**src/rtl/sdram_bank_timing_tracker.sv**
```systemverilog
// Per-bank DRAM state/timing tracker: bank FSMs, tRCD/tRP/tRAS/tRRD_S/tRRD_L/tRFC enforcement,
// per-bank legality vectors and an error pulse for rejected commands.
module sdram_bank_timing_tracker #(
  parameter int unsigned ROW_WIDTH       = 14,
  parameter int unsigned NUM_GROUPS      = 2,
  parameter int unsigned BANKS_PER_GROUP = 2,
  parameter int unsigned BANKS           = NUM_GROUPS * BANKS_PER_GROUP,
  parameter int unsigned T_RCD           = 4,
  parameter int unsigned T_RP            = 4,
  parameter int unsigned T_RAS           = 8,
  parameter int unsigned T_RRD_S         = 2,
  parameter int unsigned T_RRD_L         = 3,
  parameter int unsigned T_RFC           = 10,
  parameter int unsigned CNT_WIDTH       = 8
) (
  input  logic                         clk,
  input  logic                         rst,
  input  logic                         cmd_valid,
  input  logic [1:0]                   cmd_type,
  input  logic [$clog2(BANKS)-1:0]     cmd_bank,
  input  logic [ROW_WIDTH-1:0]         cmd_row,
  output logic                         cmd_ok,
  output logic                         cmd_error,
  output logic [BANKS-1:0]             can_act,
  output logic [BANKS-1:0]             can_pre,
  output logic [BANKS-1:0]             can_rw,
  output logic [BANKS-1:0]             bank_open,
  output logic [BANKS*ROW_WIDTH-1:0]   open_row,
  output logic                         refresh_busy
);

  localparam int unsigned BankW = $clog2(BANKS);

  localparam logic [1:0] CmdAct = 2'b00;
  localparam logic [1:0] CmdPre = 2'b01;
  localparam logic [1:0] CmdRw  = 2'b10;
  localparam logic [1:0] CmdRef = 2'b11;

  typedef logic [CNT_WIDTH-1:0] cnt_t;

  // Timers hold the wait remaining after the current cycle, so a command accepted at edge N
  // with constraint T unblocks its dependant at edge N+T.
  localparam cnt_t LdRcd  = cnt_t'(T_RCD - 1);
  localparam cnt_t LdRp   = cnt_t'(T_RP - 1);
  localparam cnt_t LdRas  = cnt_t'(T_RAS - 1);
  localparam cnt_t LdRrdS = cnt_t'(T_RRD_S - 1);
  localparam cnt_t LdRrdL = cnt_t'(T_RRD_L - 1);
  localparam cnt_t LdRfc  = cnt_t'(T_RFC - 1);

  typedef enum logic [1:0] {StIdle, StActivating, StActive, StPrecharging} bank_st_e;

  bank_st_e                 st_q     [BANKS];
  cnt_t                     trcd_q   [BANKS];
  cnt_t                     tras_q   [BANKS];
  cnt_t                     trp_q    [BANKS];
  logic [ROW_WIDTH-1:0]     row_q    [BANKS];
  cnt_t                     trrd_l_q [NUM_GROUPS];
  cnt_t                     trrd_s_q;
  cnt_t                     trfc_q;

  logic [BANKS-1:0]      bank_free;
  logic [BANKS-1:0]      act_fire;
  logic [BANKS-1:0]      pre_fire;
  logic [NUM_GROUPS-1:0] grp_act;
  logic                  bank_in;
  logic                  legal;
  logic                  ref_fire;
  logic                  act_any;

  function automatic cnt_t dec(input cnt_t v);
    return (v == '0) ? v : v - cnt_t'(1);
  endfunction

  assign refresh_busy = (trfc_q != '0);

  // A bank whose countdown has run out is treated as already in its next state.
  always_comb begin
    bank_free = '0;
    bank_open = '0;
    can_pre   = '0;
    can_rw    = '0;
    can_act   = '0;
    for (int b = 0; b < BANKS; b++) begin
      bank_free[b] = (st_q[b] == StIdle) || ((st_q[b] == StPrecharging) && (trp_q[b] == '0));
      bank_open[b] = (st_q[b] == StActivating) || (st_q[b] == StActive);
      can_rw[b]    = (st_q[b] == StActive) || ((st_q[b] == StActivating) && (trcd_q[b] == '0));
      can_pre[b]   = bank_open[b] && (tras_q[b] == '0);
      can_act[b]   = bank_free[b] && !refresh_busy && (trrd_s_q == '0) &&
                     (trrd_l_q[b / BANKS_PER_GROUP] == '0);
    end
  end

  always_comb begin
    open_row = '0;
    for (int b = 0; b < BANKS; b++) begin
      open_row[b*ROW_WIDTH +: ROW_WIDTH] = row_q[b];
    end
  end

  assign bank_in = (32'(cmd_bank) < BANKS);

  always_comb begin
    legal = 1'b0;
    case (cmd_type)
      CmdAct:  legal = bank_in && can_act[cmd_bank];
      CmdPre:  legal = bank_in && can_pre[cmd_bank];
      CmdRw:   legal = bank_in && can_rw[cmd_bank] && (cmd_row == row_q[cmd_bank]);
      CmdRef:  legal = (&bank_free) && !refresh_busy;
      default: legal = 1'b0;
    endcase
  end

  assign cmd_ok   = cmd_valid && legal;
  assign ref_fire = cmd_ok && (cmd_type == CmdRef);

  always_comb begin
    act_fire = '0;
    pre_fire = '0;
    grp_act  = '0;
    for (int b = 0; b < BANKS; b++) begin
      act_fire[b] = cmd_ok && (cmd_type == CmdAct) && (cmd_bank == BankW'(b));
      pre_fire[b] = cmd_ok && (cmd_type == CmdPre) && (cmd_bank == BankW'(b));
      if (act_fire[b]) grp_act[b / BANKS_PER_GROUP] = 1'b1;
    end
  end

  assign act_any = |act_fire;

  always_ff @(posedge clk or posedge rst) begin
    if (rst) begin
      cmd_error <= 1'b0;
      trrd_s_q  <= '0;
      trfc_q    <= '0;
      for (int g = 0; g < NUM_GROUPS; g++) trrd_l_q[g] <= '0;
      for (int b = 0; b < BANKS; b++) begin
        st_q[b]   <= StIdle;
        trcd_q[b] <= '0;
        tras_q[b] <= '0;
        trp_q[b]  <= '0;
        row_q[b]  <= '0;
      end
    end else begin
      cmd_error <= cmd_valid && !legal;
      trrd_s_q  <= act_any ? LdRrdS : dec(trrd_s_q);
      trfc_q    <= ref_fire ? LdRfc : dec(trfc_q);
      for (int g = 0; g < NUM_GROUPS; g++) begin
        trrd_l_q[g] <= grp_act[g] ? LdRrdL : dec(trrd_l_q[g]);
      end
      for (int b = 0; b < BANKS; b++) begin
        trcd_q[b] <= act_fire[b] ? LdRcd : dec(trcd_q[b]);
        tras_q[b] <= act_fire[b] ? LdRas : dec(tras_q[b]);
        trp_q[b]  <= pre_fire[b] ? LdRp : dec(trp_q[b]);
        if (act_fire[b]) begin
          row_q[b] <= cmd_row;
          st_q[b]  <= StActivating;
        end else if (pre_fire[b]) begin
          st_q[b] <= StPrecharging;
        end else if ((st_q[b] == StActivating) && (trcd_q[b] == '0)) begin
          st_q[b] <= StActive;
        end else if ((st_q[b] == StPrecharging) && (trp_q[b] == '0)) begin
          st_q[b] <= StIdle;
        end
      end
    end
  end

endmodule

```
**config.mk**
```make
export PLATFORM = sky130hd
export DESIGN_NAME = sdram_bank_timing_tracker
export DESIGN_NICKNAME = d
export VERILOG_FILES = /design/src/rtl/sdram_bank_timing_tracker.sv
export SDC_FILE = /design/constraint.sdc
export NUM_CORES = 1
export LEC_CHECK = 0
export CAP_MARGIN = 20
export CORE_ASPECT_RATIO = 2
export CORE_UTILIZATION = 58
export CTS_BUF_LIST = sky130_fd_sc_hd__clkbuf_16
export DETAILED_ROUTE_END_ITERATION = 8
export PLACE_DENSITY = 0.86
export SLEW_MARGIN = 10
export SYNTH_ARGS = -nofsm -noshare
export SYNTH_HDL_FRONTEND = slang
export SYNTH_SLANG_ARGS = --single-unit
```
**constraint.sdc**
```tcl
create_clock -name clk -period 8.8 [get_ports clk]
set_input_delay 2.2 -clock clk [delete_from_list [all_inputs] [get_ports clk]]
set_output_delay 2.2 -clock clk [all_outputs]
set_load 0.1 [all_outputs]
```
-- Yosys cells after proc, flatten, opt, wreduce, memory -nomap -nowiden
Cells that the tools add are included.
- add/subtract/negate cells: 16
- multiply operators: 0
- div/mod/pow operators: 0
- $lt $le $gt $ge: 2
- equality and inequality tests: 35
- shift operators: 0
- muxes and demuxes: 62
- bitwise gates (word level): 1
- reduce and logical (&&, ||, !) cells: 82
- operator list (operator ; count):
    two-way mux 8 bit ; 32
    zero test 8 bit ; 16
    subtractor 8 x 1 -> 8 bit (second input constant) ; 16
    logical AND 1 bit ; 39
    two-way mux 2 bit ; 16
    binary-select mux 14 bit (select 2 bit) ; 1
    two-way mux 14 bit ; 2
    != test 2 bit (second input constant) ; 14
    == test 2 bit (second input constant) ; 12
    nonzero test 4 bit ; 4
    == test 14 bit ; 1
    == test 2 x 1 -> 1 bit (second input constant) ; 6
    zero test 2 bit ; 6
    logical OR 1 bit ; 12
    nonzero test 8 bit ; 1
    two-way mux 1 bit ; 7
    binary-select mux 1 bit (select 2 bit) ; 3
    != test 2 x 1 -> 1 bit (second input constant) ; 2
    case mux 1 bit (4 select lines) ; 1
    AND reduction 4 bit ; 1
    OR reduction 4 bit ; 1
    greater-or-equal comparator 3 bit (second input constant) ; 1
    < comparator 2 x 3 -> 1 bit (second input constant) ; 1
    NOT 2 -> 3 bit ; 1
    zero test 1 bit ; 2
- flip-flop bits (word level): 193
- bits in latches: 0
- RAM bits: 0
- bits in read-only memories: 0
- input bits: 21
- output and inout bits: 75
- logic and storage cells: 223
- memories kept: 0

-- Longest topological paths before layout
- word-level depth: 15
- gate-level depth with buffers: 12
- mapped depth without buffers: 9

-- Worst setup path before layout
No wires, ideal clock.
- kind: input port to output port
- from: in cmd_bank[0]
- to: out cmd_ok
- data arrival time: 5213 ps
- required time: 6600 ps
- path slack: 1387 ps
- stages: 7
- buffers on the path: 2
- cells stage by stage: buf_2 -> buf_1 -> mux4_2 -> xnor2_1 -> o2111ai_1 -> o31a_1 -> nor3b_2
- word-level cells in the longest chain between the ends: 8
- elaborated cells between the ends (all ways): 14
- classes of those cells: eq/ne (1); mux (10); bitwise (1); reduce/logical (2)
- RTL lines (element ; RTL line ; RTL):
    start, declared ; 20 ; input logic [$clog2(BANKS)-1:0] cmd_bank,
    NOT 2 -> 3 bit (not written as such) ; 107 ; CmdRw: legal = bank_in && can_rw[cmd_bank] && (cmd_row == row_q[cmd_bank]);
    binary-select mux 14 bit (select 2 bit) ; 107 ;
    two-way mux 14 bit (not written as such) (2 in series) ; 107 ;
    == test 14 bit ; 107 ;
    logical AND 1 bit ; 107 ;
    case mux 1 bit (4 select lines) * ; 104 ; case (cmd_type)
    logical AND 1 bit * ; 113 ; assign cmd_ok = cmd_valid && legal;
    end, declared ; 22 ; output logic cmd_ok,
Mark *: on every way between the ends. The rest lies on a longest branch, timed or not. The select of a mux whose other input is x is not followed.

-- Final worst setup path
Ends and elaborated chain as after synthesis.

==> impl_metrics.yaml <==
sta:
  max_slew_margin_pct: 29.8
  fmax_ghz: 0.131
  setup_viol: 0
  finalCriticalPeriod_ns: 7.63
  hold_viol_final: 0
  report.final.slew_viol_count: 0
  worst_pin_slew_ns: 1.05
  fin_crit_sh_pct: 86.7
  fin_tns_setup_ns: 0
  clock_skew_ns: 0.0156
  fin_ws_ns: 1.17
  rsz0062_at_grt: "false"
floorplanning:
  dieHeight_um: 189
  die-area_um2: 18000
  start_util_pct: 58.9
  dieWidth_um: 95.4
  core_area_um2: 17200
  ios: 96
  fp-row-count: 68
cts:
  h-tree-depth: 4
  numCtsBuffers: 17
  postCtsHoldBufs: 0
  clk_pin_slew_worst_paths_ns: 0.07
  cts_tree: "yes"
  clkSinkCount: 193
  postCtsSetupBuffers: 0
  clkLatencyLatePin_ns: 0.44
  cts_root_buf: "clkbuf_16"
  cts_buffer_depth: 2
  cts_resized: 0
setup_path:
  worst-setup-path-type: "in -> out"
  reg2reg_from: "trfc_q[0]"
  reg2reg_slack_ns: 5.36
  cp_max_fo: 11
  endpoint_kind: "output pin"
  start_kind: "primary input"
  cp.arrival_ns: 5.43
  r2r_cells: 9
  crit_required_ns: 6.60
  worstReg2RegEnd: "open_row[2]"
synthesis:
  synth-edff-count: 0
  synth.avg_cell_area_um2: 10.7
  ys_types: 60
  synth-seq-cells: 193
  async_flop_share_pct: 100
  synth-main-ff-cell: "dfrtp_1"
  syn_area_um2: 10100
  synth_nets: 1017
  ys_seq_area_share_pct: 47.7
  synth_warnings: 0
  synth_cells: 950
placed_design:
  gp_congestion: 0.866
  dp_slack_ns: 1.25
  hpwl_um: 17000
  dpl_cell_area_um2: 11300
  io_buffers: 95
global_route:
  grt_max_degree: 114
  grt_usage_pct: 27.8
  grt_antenna_before_repair: 0
  grt_pass1_vias: 7894
  grt_pass1_wl_um: 38000
  overflow: 0
min_path:
  holdPathStages: 1
  hold_start: "trrd_l_q[13]"
  hold_class: "reg -> reg"
  min_to: "trrd_l_q[13]"
routing:
  routed_via_density: 5.93
  routedWlPerCell_um: 18.2
  vias: 7538
  ant_nets: 0
  first_pass_iters: 5
  drcViolationCount: 0
  routed_wl_um: 23200
  drt_iter0_markers: 369
final_layout:
  antenna_cells: 0
  nets: 1115
  area_delta_synth_final_pct: 17.3
  design_area_um2: 11900
  drive_above_1_share_pct: 12.4
pwr:
  power_mw: 3.13
  power.leakage_nw: 5.13
  power_density_nw_per_um2: 264
  ir_drop_v: 0.000171
run_status:
  outcome: "finished, final reports clean"
job:
  maxCapViolations: 0
-- how the worst max path moves through the flow --
| stage | start | to | slack [ns] | depth (start not counted) |
|---|---|---|---|---|
| after CTS | cmd_bank[0] | cmd_ok | 1.24 | 8 |
| after global placement | cmd_bank[0] | cmd_ok | 1.28 | 8 |
| after global routing | cmd_bank[0] | cmd_ok | 1.04 | 8 |
| after detailed placement | cmd_bank[0] | cmd_ok | 1.25 | 8 |
| after floorplan | rst | cmd_error | 1.34 | 1 |
| final | cmd_bank[0] | cmd_ok | 1.17 | 8 |
-- cell usage in the layout (no fill, tap or decap), types with 18 or more instances in the layout --
cell and n:
inv_1 48, o21ai_0 19, xnor2_1 57, xor2_1 49, or3_1 18, mux2_2 63, nor4_1 34, mux2i_1 19
nand2b_1 22, nor2_1 108, nor3_1 31, ha_1 46, dfrtp_1 193, nand3_1 26, nand2_1 79, clkdlybuf4s50_1 93
-- Yosys cell counts, types with 4 or more instances --
cell      count  share of area [%]
or4_1         7               0.52
nand2b_1     22                1.4
nor3_1       31                1.5
nor2_4        6               0.67
nand4_1       4               0.25
nor4_1       34                2.1
nand3_1      26                1.3
or3_1        18                1.1
nor3b_1       6               0.45
nand3b_1      5               0.37
a21oi_1      15               0.74
buf_2        10               0.49
or3b_2        4               0.35
mux2_2       63                7.0
dfrtp_1     193                 48
clkbuf_1      7               0.26
and2_1        5               0.31
inv_1        48                1.8
o21ai_0      19               0.94
xor2_1       49                4.2
ha_1         46                5.7
nor2_1      108                4.0
xnor2_1      57                4.9
nand2_1      79                2.9
nor2b_1       5               0.31
mux4_2        7                1.6
mux2i_1      19                1.9
-- state kept, by name, indices dropped and copies added, names as in the netlist --
signal,flops
st_q,8
trfc_q,8
open_row,56
trcd_q,32
trrd_l_q,16
cmd_error,1
trrd_s_q,8
tras_q,32
trp_q,32
-- layer usage --
layer / vias to the layer above / global-route usage, % / wire length (um)
li1: 3469 / - / -
met1: 3736 / 30.3 / 8340
met2: 245 / 48.4 / 12400
met3: 88 / 5.13 / 1110
met4: 0 / 17.1 / 1270
met5: - / 0 / 0
-- per-stage QoR --
stage          instances  utilization, %  hold slack, ns
4_1_cts             1271            69.1           0.497
6_report            1271            69.1           0.494
3_5_place_dp        1239            65.7           0.484
3_3_place_gp        1239            65.7           0.472
5_1_grt             1271            69.1           0.526
2_1_floorplan        950               -           0.447
-- critical path, cell delays in order --
cell and delay (ns):
clkdlybuf4s50_1 0.92, clkinv_1 0.45, a311o_1 0.41, a2111oi_0 0.41, nand3_1 0.13, o31a_1 0.39, nor3b_2 0.30, buf_12 0.21
-- cell families (layout without fill, tap and decap cells) --
kind of cell               count (synthesis)  in the layout  share of synthesized area [%]
muxes                                     89             89                           10.4
adders and majority gates                 46             46                           5.69
buffers and inverters                     68            179                           2.65
DFF                                      193            193                           47.7
AOI/OAI and AO/OA                         64             64                           4.15
xor gates and xnor gates                 106            106                           9.17
and+or+nand+nor                          384            384                           20.2
-- where the power goes --
group          internal (mW)  switching, mW  total, mW
sequential              1.12          0.238       1.36
combinational          0.390          0.611       1.00
clock                  0.422          0.346      0.768
-- area by class of cell --
type | instances | area (um2)
tap | 210 | 263
fill | 1275 | 5320
clock buffer | 17 | 425
inverter | 49 | 191
sequential | 193 | 4830
multi-input combinational | 689 | 5020
timing repair buffer | 98 | 978
clock inverter | 15 | 159
(Power assumes the default switching activity.)
